**config.mk**
```make
export PLATFORM = sky130hd
export DESIGN_NAME = meas_frame_packer
export DESIGN_NICKNAME = d
export VERILOG_FILES = /design/src/rtl/meas_frame_packer.sv
export SDC_FILE = /design/constraint.sdc
export NUM_CORES = 1
export LEC_CHECK = 0
export CORE_MARGIN = 1.5
export CORE_UTILIZATION = 28
export DETAILED_ROUTE_END_ITERATION = 12
export PLACE_DENSITY_LB_ADDON = 0.15
export SYNTH_ARGS = -nofsm -noshare
export SYNTH_HDL_FRONTEND = slang
export SYNTH_SLANG_ARGS = --single-unit
```
**constraint.sdc**
```tcl
create_clock -name sys_clk -period 5.05 [get_ports sys_clk]
set_input_delay 0.7575 -clock sys_clk [delete_from_list [all_inputs] [get_ports sys_clk]]
set_output_delay 0.7575 -clock sys_clk [all_outputs]
set_load 0.01 [all_outputs]
```
**src/rtl/meas_frame_packer.sv**
```systemverilog
// meas_frame_packer
// Snapshots NCH measurement channels on a frame trigger. It then streams one
// header word, one record word per valid channel and, optionally, an XOR
// checksum word over a valid/ready interface.
// Optional feature macro: CHECKSUM_EN appends the checksum word to each frame.
module meas_frame_packer #(
    parameter  int NCH  = 4,
    parameter  int HT_W = 16,
    parameter  int AT_W = 16,
    parameter  int FX_W = 32,
    localparam int DW   = HT_W + AT_W + FX_W
) (
    input  logic                 sys_clk,
    input  logic                 rst_n,
    input  logic                 trig,
    input  logic [NCH-1:0]       meas_vld,
    input  logic [NCH*HT_W-1:0]  high_times,
    input  logic [NCH*AT_W-1:0]  all_times,
    input  logic [NCH*FX_W-1:0]  fx,
    output logic [DW-1:0]        out_data,
    output logic                 out_valid,
    output logic                 out_last,
    input  logic                 out_ready,
    output logic                 busy,
    output logic                 frame_drop
);

    localparam int IW = (NCH > 1) ? $clog2(NCH) : 1;

`ifdef CHECKSUM_EN
    localparam bit CSUM_ON = 1'b1;
`else
    localparam bit CSUM_ON = 1'b0;
`endif

    // The header needs 32 bits of tag/sequence above the channel mask.
    if (DW < 32 + NCH) begin : g_bad_dw
        $error("meas_frame_packer: DW must be at least 32+NCH");
    end
    if (NCH < 1 || NCH > 32) begin : g_bad_nch
        $error("meas_frame_packer: NCH must be in 1..32");
    end

    typedef enum logic [1:0] {
        S_IDLE = 2'd0,
        S_HDR  = 2'd1,
        S_DATA = 2'd2
`ifdef CHECKSUM_EN
        , S_CSUM = 2'd3
`endif
    } state_t;

    state_t           r_state;
    state_t           w_state_nxt;

    logic [HT_W-1:0]  r_snap_ht [NCH];
    logic [AT_W-1:0]  r_snap_at [NCH];
    logic [FX_W-1:0]  r_snap_fx [NCH];
    logic [NCH-1:0]   r_mask;
    logic [NCH-1:0]   r_pend;
    logic [15:0]      r_seq;
    logic [DW-1:0]    r_out_data;
    logic             r_out_valid;
    logic             r_out_last;
    logic             r_drop;
`ifdef CHECKSUM_EN
    logic [DW-1:0]    r_csum;
`endif

    logic             w_hs;
    logic             w_accept;
    logic [NCH-1:0]   w_pick_src;
    logic [NCH-1:0]   w_pick_rest;
    logic [IW-1:0]    w_idx;
    logic [DW-1:0]    w_rec;
    logic [DW-1:0]    w_hdr;
    logic [DW-1:0]    w_data_nxt;
    logic             w_valid_nxt;
    logic             w_last_nxt;
    logic [NCH-1:0]   w_pend_nxt;
    logic             w_load_rec;

    assign out_data   = r_out_data;
    assign out_valid  = r_out_valid;
    assign out_last   = r_out_last;
    assign frame_drop = r_drop;
    assign busy       = (r_state != S_IDLE);

    // Handshake and trigger acceptance; a trigger on the final-word handshake starts the next frame.
    always_comb begin
        w_hs       = r_out_valid & out_ready;
        w_accept   = trig & ((r_state == S_IDLE) | (w_hs & r_out_last));
        // The header state walks the full mask; the data state walks the remaining bits.
        w_pick_src = (r_state == S_HDR) ? r_mask : r_pend;
        w_pick_rest = w_pick_src & (w_pick_src - NCH'(1));
    end

    // Lowest set channel of the pick source, and its record word.
    always_comb begin
        w_idx = '0;
        for (int i = NCH - 1; i >= 0; i--) begin
            if (w_pick_src[i]) w_idx = IW'(i);
        end
        w_rec = {r_snap_ht[w_idx], r_snap_at[w_idx], r_snap_fx[w_idx]};
    end

    // Header for a frame accepted this cycle, built from the live seq and meas_vld.
    always_comb begin
        w_hdr              = '0;
        w_hdr[DW-1 -: 16]  = 16'hA55A;
        w_hdr[DW-17 -: 16] = r_seq;
        w_hdr[NCH-1:0]     = meas_vld;
    end

    // Next-state and next-output decode for the frame FSM.
    always_comb begin
        // NOTE: every output of this block gets a default first so no path leaves one unassigned, which would infer a latch.
        w_state_nxt = r_state;
        w_data_nxt  = r_out_data;
        w_valid_nxt = r_out_valid;
        w_last_nxt  = r_out_last;
        w_pend_nxt  = r_pend;
        w_load_rec  = 1'b0;
        case (r_state)
            S_HDR, S_DATA: begin
                if (w_hs) begin
                    if (w_pick_src != '0) begin
                        w_state_nxt = S_DATA;
                        w_load_rec  = 1'b1;
                        w_data_nxt  = w_rec;
                        w_pend_nxt  = w_pick_rest;
                        w_last_nxt  = (w_pick_rest == '0) & ~CSUM_ON;
                    end else begin
`ifdef CHECKSUM_EN
                        w_state_nxt = S_CSUM;
                        w_data_nxt  = r_csum;
                        w_last_nxt  = 1'b1;
`else
                        w_state_nxt = S_IDLE;
                        w_valid_nxt = 1'b0;
                        w_last_nxt  = 1'b0;
`endif
                    end
                end
            end
`ifdef CHECKSUM_EN
            S_CSUM: begin
                if (w_hs) begin
                    w_state_nxt = S_IDLE;
                    w_valid_nxt = 1'b0;
                    w_last_nxt  = 1'b0;
                end
            end
`endif
            default: begin
            end
        endcase
        if (w_accept) begin
            w_state_nxt = S_HDR;
            w_data_nxt  = w_hdr;
            w_valid_nxt = 1'b1;
            w_last_nxt  = (meas_vld == '0) & ~CSUM_ON;
        end
    end

    // State, stream output registers, sequence counter and drop pulse.
    always_ff @(posedge sys_clk or negedge rst_n) begin
        if (!rst_n) begin
            r_state     <= S_IDLE;
            r_out_data  <= '0;
            r_out_valid <= 1'b0;
            r_out_last  <= 1'b0;
            r_pend      <= '0;
            r_seq       <= '0;
            r_drop      <= 1'b0;
        end else begin
            // NOTE: non-blocking assignments so every register samples pre-edge values, whatever the statement order.
            r_state     <= w_state_nxt;
            r_out_data  <= w_data_nxt;
            r_out_valid <= w_valid_nxt;
            r_out_last  <= w_last_nxt;
            r_pend      <= w_pend_nxt;
            r_drop      <= trig & ~w_accept;
            if (w_accept) r_seq <= r_seq + 16'd1;
        end
    end

    // Snapshot bank: captured only on an accepted trigger, held for the whole frame.
    always_ff @(posedge sys_clk or negedge rst_n) begin
        if (!rst_n) begin
            // NOTE: the snapshot bank is reset deliberately so a frame abandoned by reset leaves no stale channel data.
            for (int i = 0; i < NCH; i++) begin
                r_snap_ht[i] <= '0;
                r_snap_at[i] <= '0;
                r_snap_fx[i] <= '0;
            end
            r_mask <= '0;
        end else if (w_accept) begin
            for (int i = 0; i < NCH; i++) begin
                r_snap_ht[i] <= high_times[i*HT_W +: HT_W];
                r_snap_at[i] <= all_times[i*AT_W +: AT_W];
                r_snap_fx[i] <= fx[i*FX_W +: FX_W];
            end
            r_mask <= meas_vld;
        end
    end

`ifdef CHECKSUM_EN
    // Running XOR of every word loaded into the stream; it restarts from the header of each accepted frame.
    always_ff @(posedge sys_clk or negedge rst_n) begin
        if (!rst_n) begin
            r_csum <= '0;
        end else if (w_accept) begin
            r_csum <= w_hdr;
        end else if (w_load_rec) begin
            r_csum <= r_csum ^ w_rec;
        end
    end
`endif

endmodule

```
==> flow_summary.ini, run 1 <==
[status]
status = complete, no violations

[synthesis]
post_synth_num_cell_types = 46
synth_nets = 1959
async_reset_ff_share_pct = 100.0
synth_commonest_cells = 841 x nand2_1, 348 x dfrtp_1, 88 x clkbuf_1, 63 x a21oi_1, 41 x and3_1
synth-simple-area-share_pct = 25.39
synth-main-ff-cell = dfrtp_1
synth_area_leaders = dfrtp_1 58%, nand2_1 21%, o221ai_1 2.3%
synthAdderAreaFrac_pct = 0.2495
synth_area_um2 = 15040
yosysTopAreaCell = dfrtp_1
syn_area_per_cell_um2 = 8.890
ys_seq_area_share_pct = 57.89
synth_edf_count = 0
synth-compound-area-share_pct = 11.41
yosysMostFrequentCell = nand2_1
synth_top_family_by_area = simple AND/OR/NAND/NOR gates
synthMuxAreaShare_pct = 0.2828
synth_xor_area_share_pct = 0.9899
syn_inst = 1692
ys_ff_latch = 348
synth_top_area_share_pct = 57.89
yosys_warnings = 0

[global_route]
grt_pass1_wl_um = 80100
grt_util_all_layers_pct = 18.73
overflow = 0
grt_max_degree = 191
grt_pass1_vias = 13230
antenna_found_initial = 12

[cts]
cts_sinks = 348
numCtsBuffers = 41
hold_buffers = 0
clock-root-buffer = clkbuf_16
cts_tree = yes
clockBufferDepth = 3
postCtsSetupBuffers = 0
cts.clk_slew.worst_paths_ps = 60
cts_resized = 0
insertion_delay_ps = 560
h-tree-depth = 2

[final_layout]
fillers = 5378
fin_util_pct = 38.40
syn2layout_area_growth_pct = 34.95
final_layout_size_suffix_gt1_share_pct = 5.060
final_nets = 2230

[power_and_ir_drop]
ir_drop_mv = 0.1978
powerDensity_nw_per_um2 = 300.5
p_total_uw = 6099
leakagePower_uw = 0.009981

[critical_path]
start_kind = register
r2r-end = out_data[25]
cp_top_family = compound AO/OA/AOI/OAI gates
crit_buf_inv = 1
r2r_slack_ps = 1170
arrival_ps = 4370
crit_path_max_fanout = 36
worst_path_max_delay_cell = o21a_2
crit_path_end_kind = register
worstRegToRegCells = 7
setup.worst_path.start = r_state[1]
cp_slowest_stage_delay_ps = 990
crit_type = reg -> reg
required_ps = 5530
path_cells = inv_1 > ha_1 > nor2_1 > nor2b_4 > o21a_2 > o221ai_1 > o2bb2ai_1
rr_startpoint = r_state[1]

[placement]
pre_cts_slack_ps = 1199
portBuffers = 331
routabilityCongestion = 0.8306
place_hpwl_um = 34170

[timing]
rsz0062_at_grt = false
timing.final.max_slew_violations = 0
worst_pin_slew_ps = 1276
finalSetupTns_ps = 0
finalHoldViolCount = 0
fmax_mhz = 257.4
post-route-min-period_ps = 3884
fin_crit_sh_pct = 76.92
finClkSkew_ps = 15.28
setup_slack_ps = 1166
whs_ps = 270.1
slew-limit-headroom_pct = 14.96
finalSetupViolCount = 0

[floorplanning]
core_um2 = 52870
dieHeight_um = 234.8
io_pins = 332
initial_core_util_pct = 28.45
fp-row-count = 84
die_w_um = 234.8
fp.dieArea_um2 = 55120

[drt]
first_pass_iters = 5
wl_um = 51570
routedWlPerCell_um = 19.19
via_count = 12770
drc = 0
antenna_left = 0
drtIter0Drc = 905
routed_via_density = 4.751

[worst_hold_path]
worstHoldPathType = in -> async

[job]
maxCapViolations = 0
## worst max-delay path by stage
stage,end,slack (ps),cells after the start
final,out_data[25],1170,7
after global routing,out_data[9],900,7
after CTS,out_data[29],1190,7
after detailed placement,out_data[50],1200,7
after global placement,out_data[14],1330,7
after floorplan,out_data[40],2920,10
## worst register-to-register path: cells and delay by family (launching register included)
| kind | cells | cell delay (ps) |
|---|---|---|
| compound gates | 3 | 1510 |
| simple gates | 2 | 1010 |
| fa+ha+maj | 1 | 810 |
| flops | 1 | 360 |
| buf+inv | 1 | 110 |
## registers in the layout, summed over array words and instances (netlist names)
name,flops
r_seq,16
r_snap_ht,64
r_pend,3
r_snap_at,64
out_valid,1
r_state,2
frame_drop,1
out_last,1
r_snap_fx,128
out_data,64
r_mask,4
## cells in the final DEF, fill, tap and decap left out, types with 8 or more instances in the layout
master | Yosys | routed
clkdlybuf4s50_1 | 0 | 330
nand2_1 | 841 | 841
o221ai_1 | 40 | 40
clkbuf_8 | 0 | 10
clkinv_2 | 0 | 11
nand3_1 | 20 | 20
dfrtp_1 | 348 | 348
a221o_1 | 16 | 16
a2bb2oi_1 | 8 | 8
a21oi_1 | 63 | 62
xnor2_1 | 17 | 17
clkbuf_16 | 0 | 43
and3_1 | 41 | 41
o2bb2ai_1 | 36 | 36
a22oi_1 | 16 | 16
nor2_1 | 19 | 19
or3_1 | 16 | 16
o21ai_0 | 40 | 39
buf_4 | 4 | 12
## report_power, final
group          switching (uW)  total, uW  internal [uW]
Sequential              0.133       2790           2790
Combinational            98.7        283            184
Clock                    1220       3030           1810
Total                    1320       6100           4780
## layout make-up
type | count | area [um^2] | share of cell area (%)
well taps | 688 | 860.8 | 4.241
clock inverters | 17 | 148.9 | 0.7335
repair buffers | 346 | 3468 | 17.09
diodes | 4 | 10.01 | 0.04931
flip-flops and latches | 348 | 8708 | 42.90
clock buffers | 59 | 1236 | 6.090
inverters | 7 | 26.28 | 0.1294
multi-input cells | 1219 | 5841 | 28.77
## layer usage
layer	track usage, %	wire length [um]
met1	25.52	23750
met2	29.44	23530
met3	4.793	3296
met4	5.254	898
met5	0	100
## cells by family (layout without fill, tap and decap cells)
family,count (synthesis),count (layout)
AOI/OAI and AO/OA,239,239
other,0,4
adders and majority gates,3,3
buffers and inverters,125,429
and+or+nand+nor,956,956
xor gates and xnor gates,17,17
DFF,348,348
muxes,4,4
## stage by stage
step,instances,cell area (um^2)
final,2688,20300
after global routing,2688,20300
after CTS,2684,20290
after detailed placement,2608,18900
after global placement,2608,18900
after floorplan,1692,15040
(Power assumes the default switching activity.)
==> run 2, diff against run 1 <==
==> constraint.sdc (replaced) <==
create_clock -name sys_clk -period 3.94 [get_ports sys_clk]
set_input_delay 0.591 -clock sys_clk [delete_from_list [all_inputs] [get_ports sys_clk]]
set_output_delay 0.591 -clock sys_clk [all_outputs]
set_load 0.01 [all_outputs]
==> run 2 against run 1 <==
Design area increased by 0.57%. Die area unchanged. Sequential cell count unchanged. Critical endpoint is now out_data[56]. Clock-buffer cell count increased by 2. Critical path type unchanged. First-iteration DRC count decreased by 1.9%. Worst setup slack got worse by 490 ps. Cell count increased by 0.26%. Non-clock buffer count increased by 11. Sequential share of layout area decreased by 0.24 points.
==> flow_summary.ini, run 2 (synthesized netlist as in run 1, its figures left out) <==
[final_layout]
final_layout_size_suffix_gt1_share_pct = 5.190
regArea_um2 = 8708
final_nets = 2241
final_common_cell = nand2_1
final_cell_mix = 841 x nand2_1, 348 x dfrtp_1, 330 x clkdlybuf4s50_1
multi_input_area_um2 = 5841
largest_reg_flops = 128
fin_util_pct = 38.62
regMostFlops = r_snap_fx
syn2layout_area_growth_pct = 35.73
fillers = 5342

[drt]
antenna_left = 0
drc = 0
routedWlPerCell_um = 18.85
wl_um = 50810
via_count = 12650
first_pass_iters = 7
routed_via_density = 4.692
drtIter0Drc = 888

[critical_path]
worstRegToRegCells = 8
arrival_ps = 3730
crit_type = reg -> reg
start_kind = register
required_ps = 4410
crit_path_end_kind = register
r2r_slack_ps = 680
crit_path_max_fanout = 21
rr_startpoint = r_state[1]
r2r-end = out_data[56]

[cts]
cts_sinks = 348
cts_tree = yes
insertion_delay_ps = 550
postCtsSetupBuffers = 0
cts.clk_slew.worst_paths_ps = 60
numCtsBuffers = 41
clock-root-buffer = clkbuf_16
hold_buffers = 1
clockBufferDepth = 3
h-tree-depth = 2
cts_resized = 0

[status]
status = complete, no violations

[global_route]
grt_pass1_wl_um = 79180
grt_pass1_vias = 13350
grt_util_all_layers_pct = 18.45
overflow = 0
grt_max_degree = 145
antenna_found_initial = 9

[timing]
finalSetupTns_ps = 0
finClkSkew_ps = 12.37
fin_crit_sh_pct = 82.77
whs_ps = 467.8
worst_pin_slew_ps = 1072
post-route-min-period_ps = 3261
slew-limit-headroom_pct = 28.51
fmax_mhz = 306.6
finalSetupViolCount = 0
rsz0062_at_grt = false
timing.final.max_slew_violations = 0
finalHoldViolCount = 0

[floorplanning]
core_um2 = 52870
die_w_um = 234.8
fp-row-count = 84
dieHeight_um = 234.8
initial_core_util_pct = 28.45
fp.dieArea_um2 = 55120
io_pins = 332

[worst_hold_path]
worstHoldPathType = reg -> reg
whs_endpoint = r_snap_ht[7]
min_path_cells = 2
worstHoldStart = r_snap_ht[7]

[placement]
portBuffers = 331
routabilityCongestion = 0.8336
place_hpwl_um = 34930

[power_and_ir_drop]
ir_drop_mv = 0.2902
p_total_uw = 7758
powerDensity_nw_per_um2 = 380.0
leakagePower_uw = 0.01002

[job]
maxCapViolations = 0
run 2: where the power goes:
part / switching [uW] / total (uW) / leakage, uW / internal, uW
Sequential: 0.140 / 3580 / 0.00483 / 3580
Clock: 1520 / 3820 / 0.000655 / 2300
Combinational: 128 / 366 / 0.00453 / 238
run 2: layout make-up:
| cell class | count | area share (%) |
|---|---|---|
| flip-flops and latches | 348 | 42.65 |
| clock buffers | 61 | 5.883 |
| multi-input cells | 1219 | 28.61 |
| repair buffers | 357 | 17.77 |
| inverters | 7 | 0.1287 |
| clock inverters | 12 | 0.6987 |
| well taps | 688 | 4.216 |
| diodes | 3 | 0.03677 |
run 2: worst max-delay path by stage:
| stage | startpoint | to | slack, ps | cells past startpoint |
|---|---|---|---|---|
| after floorplan | r_state[1] | out_data[40] | 1810 | 10 |
| after global placement | r_state[1] | out_data[3] | 770 | 7 |
| after detailed placement | r_state[1] | out_data[3] | 670 | 7 |
| after CTS | r_state[1] | out_data[3] | 660 | 7 |
| after global routing | r_state[1] | out_data[49] | 490 | 8 |
| final | r_state[1] | out_data[56] | 680 | 8 |
run 2: worst max-delay path, stage by stage, from the launching register on:
cell	delay (ps)
dfrtp_1	360
inv_1	90
ha_1	840
or3b_1	500
nor2b_4	220
o21ai_4	610
buf_4	280
a21oi_1	60
a2bb2oi_1	190
run 2: stage by stage:
step / worst slack (ps) / area, um^2 / std cells
detailed placement: 669.5 / 19050 / 2618
global placement: 774.9 / 19050 / 2618
floorplan: 1809 / 15040 / 1692
global route: 492.9 / 20410 / 2693
CTS: 655.2 / 20410 / 2692
finish: 678.7 / 20420 / 2695
run 2: per-layer routing:
layer / global-route usage, % / vias to the layer above / routed length, um
met3: 4.370 / 68 / 2923
li1: - / 6135 / -
met5: 0 / - / 73
met2: 29.37 / 292 / 23640
met1: 25.16 / 6138 / 23280
met4: 4.801 / 12 / 901
